==> config.mk <==
export PLATFORM = sky130hd
export DESIGN_NAME = seq_divider_8
export DESIGN_NICKNAME = d
export VERILOG_FILES = /design/src/rtl/seq_divider_8.sv
export SDC_FILE = /design/constraint.sdc
export NUM_CORES = 1
export LEC_CHECK = 0
export ABC_CLOCK_PERIOD_IN_PS = 2650
export BUFFER_PORTS_ARGS = -buffer_cell sky130_fd_sc_hd__buf_2
export CAP_MARGIN = 20
export CORE_ASPECT_RATIO = 0.5
export CORE_MARGIN = 1
export CORE_UTILIZATION = 40
export DETAILED_ROUTE_END_ITERATION = 16
export PLACE_DENSITY = 0.64
export SLEW_MARGIN = 40
export SYNTH_ARGS = -nofsm -noshare
export SYNTH_HDL_FRONTEND = slang
export SYNTH_SLANG_ARGS = --single-unit
export TNS_END_PERCENT = 20
==> constraint.sdc <==
create_clock -name clk -period 2.65 [get_ports clk]
set_input_delay 0.1325 -clock clk [delete_from_list [all_inputs] [get_ports clk]]
set_output_delay 0.1325 -clock clk [all_outputs]
set_load 0.01 [all_outputs]
==> src/rtl/seq_divider_8.sv <==
// Sequential signed restoring divider: 8-bit two's-complement operands, one quotient bit per clock.
// Quotient truncates toward zero and the remainder takes the sign of the dividend.
module seq_divider_8 #(
  parameter int WIDTH = 8
) (
  input  logic             clk,
  input  logic             reset,
  input  logic             start,
  input  logic [WIDTH-1:0] dividend_i,
  input  logic [WIDTH-1:0] divisor_i,
  output logic [WIDTH-1:0] quotient,
  output logic [WIDTH-1:0] remainder,
  output logic             busy,
  output logic             done,
  output logic             div_zero,
  output logic             overflow
);

  // state | meaning
  // IDLE  | waiting for start; operands captured on start
  // LOAD  | record signs, form magnitudes, clear partial remainder
  // ITER  | WIDTH restoring shift/subtract steps
  // FIXUP | restore signs, detect most-negative / -1
  // DONE  | results valid, done pulses for one cycle
  localparam logic [2:0] S_IDLE  = 3'd0;
  localparam logic [2:0] S_LOAD  = 3'd1;
  localparam logic [2:0] S_ITER  = 3'd2;
  localparam logic [2:0] S_FIXUP = 3'd3;
  localparam logic [2:0] S_DONE  = 3'd4;

  localparam int CW = $clog2(WIDTH + 1);
  localparam logic [WIDTH-1:0] MOST_NEG = {1'b1, {(WIDTH-1){1'b0}}};
  localparam logic [CW-1:0]    LAST_CNT = CW'(WIDTH - 1);

  logic [2:0]       r_state;
  logic [WIDTH-1:0] r_dividend;
  logic [WIDTH-1:0] r_divisor;
  logic             r_sign_n;
  logic             r_sign_d;
  logic [WIDTH-1:0] r_mag_d;
  logic [WIDTH:0]   r_rem;
  logic [WIDTH-1:0] r_q;
  logic [CW-1:0]    r_count;
  logic [WIDTH-1:0] r_quot;
  logic [WIDTH-1:0] r_remo;
  logic             r_dz;
  logic             r_ov;

  logic [WIDTH-1:0] w_mag_n;
  logic [WIDTH-1:0] w_mag_d;
  logic [WIDTH:0]   w_rem_sh;
  logic [WIDTH-1:0] w_q_sh;
  logic [WIDTH:0]   w_trial;
  logic             w_trial_ok;
  logic             w_last_iter;
  logic [WIDTH-1:0] w_quot_fix;
  logic [WIDTH-1:0] w_rem_fix;
  logic             w_ovf_case;
  logic             w_div_by_zero;

  // Magnitude of the most-negative value wraps to itself, which reads correctly as unsigned.
  assign w_mag_n = r_dividend[WIDTH-1] ? -r_dividend : r_dividend;
  assign w_mag_d = r_divisor[WIDTH-1]  ? -r_divisor  : r_divisor;

  assign w_rem_sh    = {r_rem[WIDTH-1:0], r_q[WIDTH-1]};
  assign w_q_sh      = {r_q[WIDTH-2:0], 1'b0};
  assign w_trial     = w_rem_sh - {1'b0, r_mag_d};
  assign w_trial_ok  = ~w_trial[WIDTH];
  assign w_last_iter = (r_count == LAST_CNT);

  assign w_quot_fix    = (r_sign_n ^ r_sign_d) ? -r_q : r_q;
  assign w_rem_fix     = r_sign_n ? -r_rem[WIDTH-1:0] : r_rem[WIDTH-1:0];
  assign w_ovf_case    = (r_dividend == MOST_NEG) && (r_divisor == '1);
  assign w_div_by_zero = (r_divisor == '0);

  always_ff @(posedge clk or posedge reset) begin
    if (reset) begin
      r_state    <= S_IDLE;
      r_dividend <= '0;
      r_divisor  <= '0;
      r_sign_n   <= 1'b0;
      r_sign_d   <= 1'b0;
      r_mag_d    <= '0;
      r_rem      <= '0;
      r_q        <= '0;
      r_count    <= '0;
      r_quot     <= '0;
      r_remo     <= '0;
      r_dz       <= 1'b0;
      r_ov       <= 1'b0;
    end else begin
      case (r_state)
        S_IDLE: begin
          if (start) begin
            r_dividend <= dividend_i;
            r_divisor  <= divisor_i;
            r_state    <= S_LOAD;
          end
        end
        S_LOAD: begin
          r_sign_n <= r_dividend[WIDTH-1];
          r_sign_d <= r_divisor[WIDTH-1];
          r_mag_d  <= w_mag_d;
          r_rem    <= '0;
          r_q      <= w_mag_n;
          r_count  <= '0;
          if (w_div_by_zero) begin
            r_quot  <= '1;
            r_remo  <= r_dividend;
            r_dz    <= 1'b1;
            r_ov    <= 1'b0;
            r_state <= S_DONE;
          end else begin
            r_state <= S_ITER;
          end
        end
        S_ITER: begin
          if (w_trial_ok) begin
            r_rem <= w_trial;
            r_q   <= w_q_sh | {{(WIDTH-1){1'b0}}, 1'b1};
          end else begin
            r_rem <= w_rem_sh;
            r_q   <= w_q_sh;
          end
          r_count <= r_count + 1'b1;
          if (w_last_iter) r_state <= S_FIXUP;
        end
        S_FIXUP: begin
          r_dz <= 1'b0;
          r_ov <= w_ovf_case;
          if (w_ovf_case) begin
            r_quot <= MOST_NEG;
            r_remo <= '0;
          end else begin
            r_quot <= w_quot_fix;
            r_remo <= w_rem_fix;
          end
          r_state <= S_DONE;
        end
        S_DONE:  r_state <= S_IDLE;
        default: r_state <= S_IDLE;
      endcase
    end
  end

  assign quotient  = r_quot;
  assign remainder = r_remo;
  assign div_zero  = r_dz;
  assign overflow  = r_ov;
  assign busy      = (r_state != S_IDLE);
  assign done      = (r_state == S_DONE);

endmodule

== Yosys cells after proc, flatten, opt, wreduce, memory -nomap -nowiden ==
Index checks and enable logic that the tools add are counted.
Storage, ports and cells
  input port bits: 19
  flip-flop bits (word level): 67
  logic and storage cells: 62
  output and inout port bits: 20
Cells by class
  muxes and demuxes: 23
  equal/unequal tests: 10
  reduce and logical (&&, ||, !) cells: 9
  bitwise gates (word level): 1
  add/subtract/negate cells: 6
Operators by type and width (number)
  $mux 8: 9
  $pmux 8 s2: 4
  $neg 8->8: 4
  $eq 8x8->1 const B: 2
  $pmux 3 s4: 1
  $mux 3: 3
  $sub 9x8->9: 1
  $logic_not 8->1: 1
  $pmux 4 s2: 1
  $eq 3x2->1 const B: 2
  $ne 2x2->1 const B: 3
  $reduce_and 2->1: 3
  $add 4x1->4 const B: 1
  $eq 4x3->1 const B: 1
  $pmux 1 s2: 2
  $reduce_bool 2->1: 2
  $eq 3x1->1 const B: 1
  $eq 3x3->1 const B: 1
  $logic_not 3->1: 1
  $mux 1: 3
  $reduce_bool 3->1: 1
  $logic_and 1x1->1: 1
  $xor 1x1->1: 1

== Logic depth before layout (Yosys ltp) ==
Gate-level depths: netlist of run 1.
  depth in word-level cells: 4
  depth in mapped cells: 10
  gate-level depth less buffers: 10

== Worst setup path before layout of run 1 ==
No wires, ideal clock.
  kind: reg-to-reg
  start: register r_q[7]
  end: register r_rem[3]
  stages on the path, launching flop included: 11
  data arrival time: 2.207 ns
  clock period less this slack: 2.339 ns
  setup slack: 0.311 ns
  library setup time: 0.131 ns
  path buffers: 0
  data required time: 2.519 ns
  cells stage by stage: dfrtp_1 -> inv_1 -> ha_1 -> inv_1 -> fa_1 -> a211oi_1 -> nor3_1 -> mux2_2 -> nand2_1 -> mux2i_1 -> o21ai_1
On the way
  word-level cells in the longest chain between the ends: 3
RTL lines
  start, declared: line 42  | logic [WIDTH-1:0] r_q;
  start signal, assigned: line 105  | r_q <= w_mag_n;
  start signal, assigned: line 120  | r_q <= w_q_sh | {{(WIDTH-1){1'b0}}, 1'b1};
  start signal, assigned: line 123  | r_q <= w_q_sh;
  $sub 9x8->9: line 67  | assign w_trial = w_rem_sh - {1'b0, r_mag_d};
  $mux 8: line 118  | if (w_trial_ok) begin
  $pmux 8 s2: line 92  | case (r_state)
  end signal, assigned: line 119  | r_rem <= w_trial;
  end signal, assigned: line 122  | r_rem <= w_rem_sh;
  end, declared: line 41  | logic [WIDTH:0] r_rem;
No other way between the ends.
A chain may end at the register's enable or synchronous reset.

== Worst setup path in the final report of run 1 ==
Ends and elaborated chain as after synthesis.

==> summary.md, run 1 <==
| Metric | Value |
|---|---|
| # IOs | 39 |
| Post-synth top area share | 0.454 |
| Number of I/O port buffers | 38 |
| Post-synth cell types | 51 |
| Max-Cap Viols | 0 |
| Fin nets | between 400 and 500 |
| Yosys reg bits | 67 |
| Syn_nets | about 410 |
| Sequential share of power | 0.308 |
| CTS Sinks | 67 |
| Multi-input gate area | ~0.0019 mm² |
| Min cycle time layout | between 2000 and 2500 ps |
| Synthesized instance count | around 370 |
| Gr ovfl total | 0 |
| Via Count | a little under 3,000 |
| CP max FO | 8 |
| HP Class | input port to flop |
| Critical Path RT | between 2000 and 3000 ps |
| Combinational cell fraction of total power | 0.475 |
| First-pass GRT wire length | 14.2 mm |
| Top FF cell, synth | dfrtp_1 |
| Die Height | ~70 µm |
| Root Driver | clkbuf_16 |
| Drt drc | 0 |
| Share of cells above drive strength 1 | 0.204 |
| Met2 WL | about 4 mm |
| Clk_skew | roughly 6.7 ps |
| Final setup vio count | 0 |
| Metal-1 WL | ~4.2 mm |
| Crit path kind | flop to flop |
| Die width | about 140 µm |
| Synthesized area | 0.00369 mm² |
| CP endpoint kind | flop |
| Fmax | slightly above 0.4 GHz |
| Commonest non-fill, non-tap cell in the layout | dfrtp_1 |
| CTS HTree Levels | 3 |
| Met3 routed WL | just under 300 µm |
| Slew @ Worst Pin | roughly 800 ps |
| Clock latency on the worst-skew pair | ~330 ps |
| Slew Limit Fails | 0 |
| Avg Inst Size Synth | 9.88 µm² |
| Post-route ant nets | 0 |
| Router iterations before antenna repair | 4 |
| Leakage power | around 2 nW |
| Starting Density | 0.418 |
| DPL Wire Length | around 6.4 mm |
| Clock transition at the registers of the reported paths | 50 ps |
| Largest cells by area after synthesis | dfrtp_1 (45%), nand2_1 (4.9%), ha_1 (4.7%) |
| Clock power share | 0.217 |
| Net Switching | between 2 and 3 mW |
| Number of global-route vias before repair | 2,779 |
| Initial drt markers | 108 |
| Largest net degree at the start of global routing | 32 |
| Top layer in use | met4 |
| CP Data Arrival Time | roughly 2700 ps |
| Post-synth EDFFs | 0 |
| Unrepaired setup endpoints after global routing | false |
| Worst Setup Start Kind | flop |
| Row cnt | 24 |
| Core Region | slightly below 0.009 mm² |
| Status | completed |
| Routed len/inst | about 16 µm |
| Ant diodes | 0 |
| # Post-CTS Setup Buffers | 0 |
| Area delta synth->final | 20.1% |
| Cell-internal power | approximately 3.8 mW |
| Hold Vio Cnt, Final | 0 |
| VDD IR max | 0.532 mV |
| Final WL | 8.53 mm |
| Initial antenna violation count | 0 |
| Switch share | 0.409 |
| Ys async rst share | 1.00 |
| Setup TNS Final | 0 ps |
| FF/Latch Area | 0.00168 mm² |
| Fillers | 842 |
| Slew margin rel. | 0.465 |
| CTS Buf Count | 9 |
| Post-synthesis sequential area ratio | 0.454 |
| Gr usage total | 0.196 |
| PwrDens | ~1400 mW/mm² |
| Most frequent cells in the layout | dfrtp_1 (67), nand2_1 (47), buf_2 (38) |
| CTS tree | built |
| Vias per cell | 5.30 |
| Die ar. | 0.00965 mm² |
| Design Power | about 6.4 mW |
| Gp weighted congestion | approximately 0.83 |
| Final period utilization | 0.927 |
| Synth area leader | dfrtp_1 |
| CTS max path bufs | 2 |
| Yosys synthesis warning count | 0 |
flip-flops by register name (all words and copies together) (netlist names):
name and count:
r_mag_d 8, r_state 3, r_rem 8, r_dividend 8, r_q 8, overflow 1
div_zero 1, quotient 8, r_sign_d 1, r_count 4, r_sign_n 1, remainder 8
r_divisor 8
routing by layer:
layer	global-route usage	vias to the layer above
li1	-	1426
met4	0.0580	0
met5	0	-
met3	0.0436	11
met1	0.271	1394
met2	0.304	51
cell usage after synthesis, drive strengths merged, types with 3 or more instances:
cell    instances
nand3           4
a21o            3
a31oi           3
xor2           12
o31ai           6
xnor2          17
nand2b          4
inv            22
clkbuf         11
nor2b           5
nor3           11
ha             14
mux2i          13
or3             4
a21oi          10
dfrtp          67
o21ai          46
a22o            3
o21a            7
mux2           13
a22oi           8
nand2          48
nor4            3
nor2           11
cells by family after synthesis:
kind of cell | after synthesis | synth area share
muxes | 26 | 0.0749
and+or+nand+nor | 102 | 0.143
xor gates and xnor gates | 29 | 0.0688
DFF | 67 | 0.454
buffers and inverters | 36 | 0.0403
adders and majority gates | 15 | 0.0528
AOI/OAI and AO/OA | 99 | 0.166
final timing paths:
path	start	end	slack, ps	cells past startpoint
worst min register to register	quotient[1]$_DFFE_PP0P_	quotient[1]$_DFFE_PP0P_	480	1
max in group asynchronous	reset	r_mag_d[4]$_DFFE_PP0P_	1630	4
min in group asynchronous	reset	quotient[1]$_DFFE_PP0P_	300	3
worst min-delay path	divisor_i[0]	r_divisor[0]$_DFFE_PP0P_	10	3
worst max register to register	r_q[7]$_DFFE_PP0P_	r_rem[3]$_DFFE_PP0P_	190	10
worst max-delay path	r_q[7]$_DFFE_PP0P_	r_rem[3]$_DFFE_PP0P_	190	10
critical path, stage by stage (launching register included):
cell and delay, ps:
dfrtp_1 390, inv_1 130, ha_1 190, inv_1 60
fa_1 420, a211oi_2 240, nor3_1 120, mux2_2 300
nand2_2 190, mux2i_1 210, o21ai_1 80
power groups by stage:
stage / registers [mW] / logic (mW) / clock network [mW]
4_1_cts: 1.97 / 3.04 / 1.42
6_report: 1.98 / 3.05 / 1.39
3_5_place_dp: 1.99 / 3.02 / 0
2_1_floorplan: 1.87 / 2.33 / 0
5_1_grt: 2.05 / 3.43 / 1.45
3_3_place_gp: 1.98 / 2.99 / 0
cell type report:
class / instances / area share
Inverter: 23 / 0.0206
Sequential cell: 67 / 0.378
Tap cell: 117 / 0.0330
Clock buffer: 10 / 0.0539
Timing Repair Buffer: 50 / 0.0649
Multi-Input combinational cell: 271 / 0.424
Clock inverter: 6 / 0.0254
repair_timing:
| item | 4_1_cts | 5_1_grt |
|---|---|---|
| endpoints found under the hold margin | 16 | 0 |
| hold buffers | 3 | 0 |
| endpoints found under the setup margin | 0 | 8 |
| gates resized for setup | 0 | 2 |
stage by stage:
stage,instances,worst slack [ps],area (µm²),hold slack (ps),util
2_1_floorplan,374,311,3690,249,-
4_1_cts,544,16.6,4430,11.7,0.502
3_5_place_dp,525,34.4,4050,112,0.458
5_1_grt,544,9.68,4440,23.7,0.503
6_report,544,194,4440,12.4,0.503
3_3_place_gp,525,127,4050,108,0.458
Note: power is estimated with default switching activity, not from simulation.
==> run 2, diff against run 1 <==
Settings changed: CELL_PAD_IN_SITES_DETAIL_PLACEMENT set to 0, CELL_PAD_IN_SITES_GLOBAL_PLACEMENT set to 1, PLACE_DENSITY 0.64 to 0.77, RECOVER_POWER set to 50, SKIP_CTS_REPAIR_TIMING set to 1.
==> run 2 against run 1 <==
Critical path depth did not move. Sequential power barely moved. Global-route usage rose by 0.81 points. Highest routed layer unchanged.
==> summary.md, run 2 (synthesis results as in run 1) <==
| Metric | Value |
|---|---|
| Status | completed |
| Die width | 138 µm (unchanged) |
| Vias per cell | 5.31 (+0.20%) |
| Routed len/inst | 16.0 µm (+2.1%) |
| Gp weighted congestion | 0.799 (-4.0%) |
| Root Driver | clkbuf_16 |
| Commonest non-fill, non-tap cell in the layout | dfrtp_1 |
| Worst Setup Start Kind | flop |
| Number of global-route vias before repair | 2,843 (+2.3%) |
| Clock transition at the registers of the reported paths | 50 ps (about the same) |
| Row cnt | 24 (unchanged) |
| Core Region | 0.00883 mm² (unchanged) |
| CTS HTree Levels | 3 (unchanged) |
| Hold Vio Cnt, Final | 0 (unchanged) |
| Initial drt markers | 146 (+35%) |
| Ant diodes | 0 (unchanged) |
| HP Class | input port to flop |
| Leakage power | 1.93 nW (-3.9%) |
| Gr ovfl total | 0 (unchanged) |
| Max-Cap Viols | 0 (unchanged) |
| Post-route ant nets | 0 (unchanged) |
| DPL Wire Length | 6.50 mm (+1.7%) |
| Final WL | 8.73 mm (+2.3%) |
| Crit path max-delay family | adder cells |
| Clock latency on the worst-skew pair | 330 ps (about the same) |
| CTS tree | built |
| CP endpoint kind | flop |
| Crit-path cells | inv_1 -> ha_1 -> inv_1 -> fa_1 -> a211oi_1 -> nor3_1 -> mux2_2 -> nand2_2 -> mux2i_1 -> o21ai_1 |
| # IOs | 39 (unchanged) |
| Router iterations before antenna repair | 4 (unchanged) |
| Number of I/O port buffers | 38 (unchanged) |
| Crit path kind | flop to flop |
| CP max stage delay | 410 ps (about the same) |
| Die Height | 70.0 µm (unchanged) |
| Area delta synth->final | 17.9% |
| Final setup vio count | 0 (unchanged) |
| Most frequent cells in the layout | dfrtp_1 (67), nand2_1 (47), o21ai_1 (30) |
| Initial antenna violation count | 0 (unchanged) |
| Starting Density | 0.418 (unchanged) |
| CTS Sinks | 67 (unchanged) |
| Final period utilization | 0.926 (about the same) |
| CP max FO | 8 (unchanged) |
| Die ar. | 0.00965 mm² (unchanged) |
| Critical Path RT | 2840 ps (about the same) |
| Slew margin rel. | 0.255 (-0.210) |
| Fmax | 0.407 GHz (about the same) |
| Most frequent CP cell | inv_1 |
| Setup TNS Final | 0 ps (unchanged) |
| Fin nets | 458 (+0.44%) |
| Clk_skew | 6.24 ps (-0.509 ps) |
| CTS Buf Count | 9 (unchanged) |
| Largest net degree at the start of global routing | 33 (+3.1%) |
| CTS max path bufs | 2 (unchanged) |
| Slew Limit Fails | 0 (unchanged) |
| CP Data Arrival Time | 2650 ps (about the same) |
| Crit path buf inv count | 2 (unchanged) |
| Min cycle time layout | 2450 ps (-1.33 ps) |
| First-pass GRT wire length | 14.7 mm (+3.8%) |
| Drt drc | 0 (unchanged) |
| Gr usage total | 0.204 (+0.00813) |
| Crit-path slowest cell | fa_1 |
| R2R Setup Slk | 200 ps (about the same) |
| Hold WS | 5.44 ps (-7.01 ps) |
| Dpl cells | 529 (+0.76%) |
| Finished Layout Cells | 545 (+0.18%) |
| Slew @ Worst Pin | 1120 ps (+316 ps) |
| Share of cells above drive strength 1 | 0.154 (-0.0495) |
| Via Count | 2,893 (+0.38%) |
| VDD IR max | 0.511 mV (-3.9%) |
| Unrepaired setup endpoints after global routing | false |
| PwrDens | 1430 mW/mm² (-1.1%) |
[run 2: power breakdown]
group	switching [mW]	internal, mW
sequential	0.503	1.48
combinational	1.70	1.36
clock	0.412	0.772
total	2.62	3.61
[run 2: area by class of cell]
class / count / area [µm²]
repair buffers: 52 / 269
well taps: 117 / 146
multi-input cells: 271 / 1880
flip-flops and latches: 67 / 1680
clock inverters: 2 / 35.0
fillers: 865 / 4470
clock buffers: 13 / 260
inverters: 23 / 91.3
[run 2: final timing paths]
path | from | to | cells past startpoint
hold reg to reg | r_count[3]$_DFFE_PP0P_ | r_count[3]$_DFFE_PP0P_ | 1
setup / recovery | r_q[7]$_DFFE_PP0P_ | r_rem[3]$_DFFE_PP0P_ | 10
min in group asynchronous | reset | quotient[3]$_DFFE_PP0P_ | 3
hold / removal | divisor_i[0] | r_divisor[0]$_DFFE_PP0P_ | 3
max in group asynchronous | reset | r_count[1]$_DFFE_PP0P_ | 4
setup reg to reg | r_q[7]$_DFFE_PP0P_ | r_rem[3]$_DFFE_PP0P_ | 10
[run 2: routing by layer]
layer,global-route usage,vias to the layer above,share of wire
met3,0.0443,6,0.051
met2,0.309,53,0.44
met4,0.0640,0,0.0066
met5,0,-,0
li1,-,1432,-
met1,0.288,1402,0.50
[run 2: worst register-to-register path: stages (launching register included)]
cell and delay, ps:
dfrtp_1 390, inv_1 100, ha_1 170, inv_1 50, fa_1 410, a211oi_1 280
nor3_1 130, mux2_2 310, nand2_2 190, mux2i_1 220, o21ai_1 70
[run 2: stage by stage]
stage | setup slack, ps | total power [mW] | utilization | area, µm²
floorplan | 311 | 4.20 | - | 3690
global placement | 141 | 5.03 | 0.462 | 4080
detailed placement | 88.0 | 5.07 | 0.462 | 4080
finish | 195 | 6.23 | 0.493 | 4350
global route | 23.0 | 6.78 | 0.493 | 4350
CTS | 86.6 | 6.29 | 0.495 | 4370
==> run 3, diff against run 2 <==
--- a/config.mk
+++ b/config.mk
@@ -16,2 +16,3 @@
 export DETAILED_ROUTE_END_ITERATION = 16
+export GPL_ROUTABILITY_DRIVEN = 0
 export PLACE_DENSITY = 0.77
@@ -19,2 +20,3 @@
 export SKIP_CTS_REPAIR_TIMING = 1
+export SKIP_LAST_GASP = 1
 export SLEW_MARGIN = 40
==> constraint.sdc (replaced) <==
create_clock -name clk -period 2.65 [get_ports clk]
set_input_delay 0.265 -clock clk [delete_from_list [all_inputs] [get_ports clk]]
set_output_delay 0.265 -clock clk [all_outputs]
set_load 0.01 [all_outputs]
==> run 3 against run 2 <==
Core utilization unchanged. Sequential share of layout area stayed put. Register-to-register slack is essentially flat. Flip-flop and latch count is the same. Highest routed layer unchanged.
==> summary.md, run 3 (synthesis results as in run 1) <==
| Metric | Value |
|---|---|
| Final WL | 8.60 mm (-1.5%) |
| # IOs | 39 (unchanged) |
| Leakage power | 1.95 nW (+1.2%) |
| Largest net degree at the start of global routing | 28 (-15%) |
| Final period utilization | 0.931 (+0.00421) |
| Crit path max-delay family | adder cells |
| Worst Reg2Reg Path Length in Cells | 10 (unchanged) |
| Min cycle time layout | 2470 ps (+11.2 ps) |
| Fin area | 0.00435 mm² (unchanged) |
| Ant diodes | 0 (unchanged) |
| Number of I/O port buffers | 38 (unchanged) |
| Slew @ Worst Pin | 1150 ps (+33.1 ps) |
| Crit-path slowest cell | fa_1 |
| Drt drc | 0 (unchanged) |
| Finished Layout Cells | 545 (unchanged) |
| Critical Path RT | 2840 ps (about the same) |
| R2R Setup Slk | 180 ps (about the same) |
| Status | completed |
| Initial antenna violation count | 0 (unchanged) |
| Fin nets | 457 (-0.22%) |
| Area delta synth->final | 17.9% (unchanged) |
| Row cnt | 24 (unchanged) |
| Final setup vio count | 0 (unchanged) |
| HP Start | divisor_i[0] |
| Number of global-route vias before repair | 2,763 (-2.8%) |
| Crit-path cells | inv_1 -> ha_1 -> inv_1 -> fa_1 -> a211oi_1 -> nor3_1 -> mux2_2 -> nand2_2 -> mux2i_1 -> o21ai_1 |
| CP Data Arrival Time | 2660 ps (about the same) |
| Hold Vio Cnt, Final | 0 (unchanged) |
| WHS Endpoint | r_divisor[0]$_DFFE_PP0P_ |
| CTS Buf Count | 9 (unchanged) |
| Fillers | 867 (+0.23%) |
| CP endpoint kind | flop |
| Crit path kind | flop to flop |
| Starting Density | 0.418 (unchanged) |
| Met2 WL | 3.78 mm (-2.5%) |
| Worst R2R Start | r_q[7]$_DFFE_PP0P_ |
| Initial drt markers | 87 (-40%) |
| Routed len/inst | 15.8 µm (-1.5%) |
| CP max FO | 8 (unchanged) |
| Hold Crit Depth | 3 (unchanged) |
| Slew Limit Fails | 0 (unchanged) |
| Max-Cap Viols | 0 (unchanged) |
| CTS tree | built |
| Clock latency on the worst-skew pair | 340 ps (about the same) |
| VDD IR max | 0.570 mV (+11%) |
| PwrDens | 1430 mW/mm² (about the same) |
| Die width | 138 µm (unchanged) |
| First-pass GRT wire length | 14.2 mm (-3.4%) |
| Dpl cells | 529 (unchanged) |
| Gr ovfl total | 0 (unchanged) |
| Vias per cell | 5.25 (-1.1%) |
| Top layer in use | met4 |
| RR Endpoint | r_rem[3]$_DFFE_PP0P_ |
| HP Class | input port to flop |
| Clk_skew | 6.63 ps (+0.390 ps) |
| CTS max path bufs | 2 (unchanged) |
| Core Region | 0.00883 mm² (unchanged) |
| Share of cells above drive strength 1 | 0.178 (+0.0234) |
| Metal-1 WL | 4.41 mm (+1.5%) |
| Root Driver | clkbuf_16 |
| Fmax | 0.406 GHz (-0.45%) |
| CTS HTree Levels | 3 (unchanged) |
| CP max stage delay | 420 ps (about the same) |
| CTS Sinks | 67 (unchanged) |
| Slew margin rel. | 0.233 (-0.0221) |
| Via Count | 2,861 (-1.1%) |
| Setup TNS Final | 0 ps (unchanged) |
| Placement Cell Area | 0.00408 mm² (unchanged) |
| Crit path buf inv count | 2 (unchanged) |
| Die Height | 70.0 µm (unchanged) |
| Commonest non-fill, non-tap cell in the layout | dfrtp_1 |
| Worst Setup Start Kind | flop |
| Most frequent CP cell | inv_1 |
| Gr usage total | 0.199 (-0.00460) |
| Met3 routed WL | 337 µm (-25%) |
| DPL Wire Length | 6.50 mm (+0.14%) |
| Die ar. | 0.00965 mm² (unchanged) |
| Post-route ant nets | 0 (unchanged) |
| Clock transition at the registers of the reported paths | 50 ps (about the same) |
| Unrepaired setup endpoints after global routing | false |
| Router iterations before antenna repair | 4 (unchanged) |
| Most frequent cells in the layout | dfrtp_1 (67), nand2_1 (47), o21ai_1 (30) |
## run 3: through the flow
step	hold WS, ps	total power, mW	setup slack, ps	util
finish	128	6.23	184	0.493
global route	119	6.75	9.38	0.493
CTS	2.30	6.28	68.1	0.495
detailed placement	360	5.07	84.8	0.462
global placement	368	5.02	141	0.462
floorplan	382	4.20	311	-
## run 3: cell type report
type	instances	area [µm²]	area share
Tap cell	117	146	0.0336
Timing Repair Buffer	51	269	0.0618
Inverter	23	91.3	0.0210
Clock buffer	11	243	0.0557
Clock inverter	5	52.6	0.0121
Multi-Input combinational cell	271	1880	0.431
Sequential cell	67	1680	0.385
## run 3: routing by layer
layer | track usage | vias up
met2 | 0.295 | 51
li1 | - | 1428
met4 | 0.0543 | 0
met1 | 0.282 | 1375
met5 | 0 | -
met3 | 0.0566 | 7
## run 3: where the power goes
| group | switching, mW | internal (mW) | leakage, nW |
|---|---|---|---|
| clock | 0.434 | 0.748 | 0.145 |
| sequential | 0.511 | 1.48 | 0.834 |
| combinational | 1.68 | 1.37 | 0.974 |
| total | 2.63 | 3.60 | 1.95 |
## run 3: tightest hold or removal path: cells and delay by family
| family | cells | cell delay, ps |
|---|---|---|
| buffers and inverters | 1 | 70 |
| and+or+nand+nor | 1 | 40 |
| AOI/OAI and AO/OA | 1 | 50 |
## run 3: how the worst max path moves through the flow
stage	from	end	slack [ps]	cells past startpoint
2_1_floorplan	r_q[7]$_DFFE_PP0P_	r_rem[3]$_DFFE_PP0P_	310	10
3_3_place_gp	r_q[7]$_DFFE_PP0P_	r_rem[6]$_DFFE_PP0P_	140	10
3_5_place_dp	r_q[7]$_DFFE_PP0P_	r_rem[3]$_DFFE_PP0P_	80	10
4_1_cts	r_q[7]$_DFFE_PP0P_	r_rem[3]$_DFFE_PP0P_	70	10
5_1_grt	r_q[7]$_DFFE_PP0P_	r_rem[4]$_DFFE_PP0P_	9	10
6_report	r_q[7]$_DFFE_PP0P_	r_rem[3]$_DFFE_PP0P_	180	10
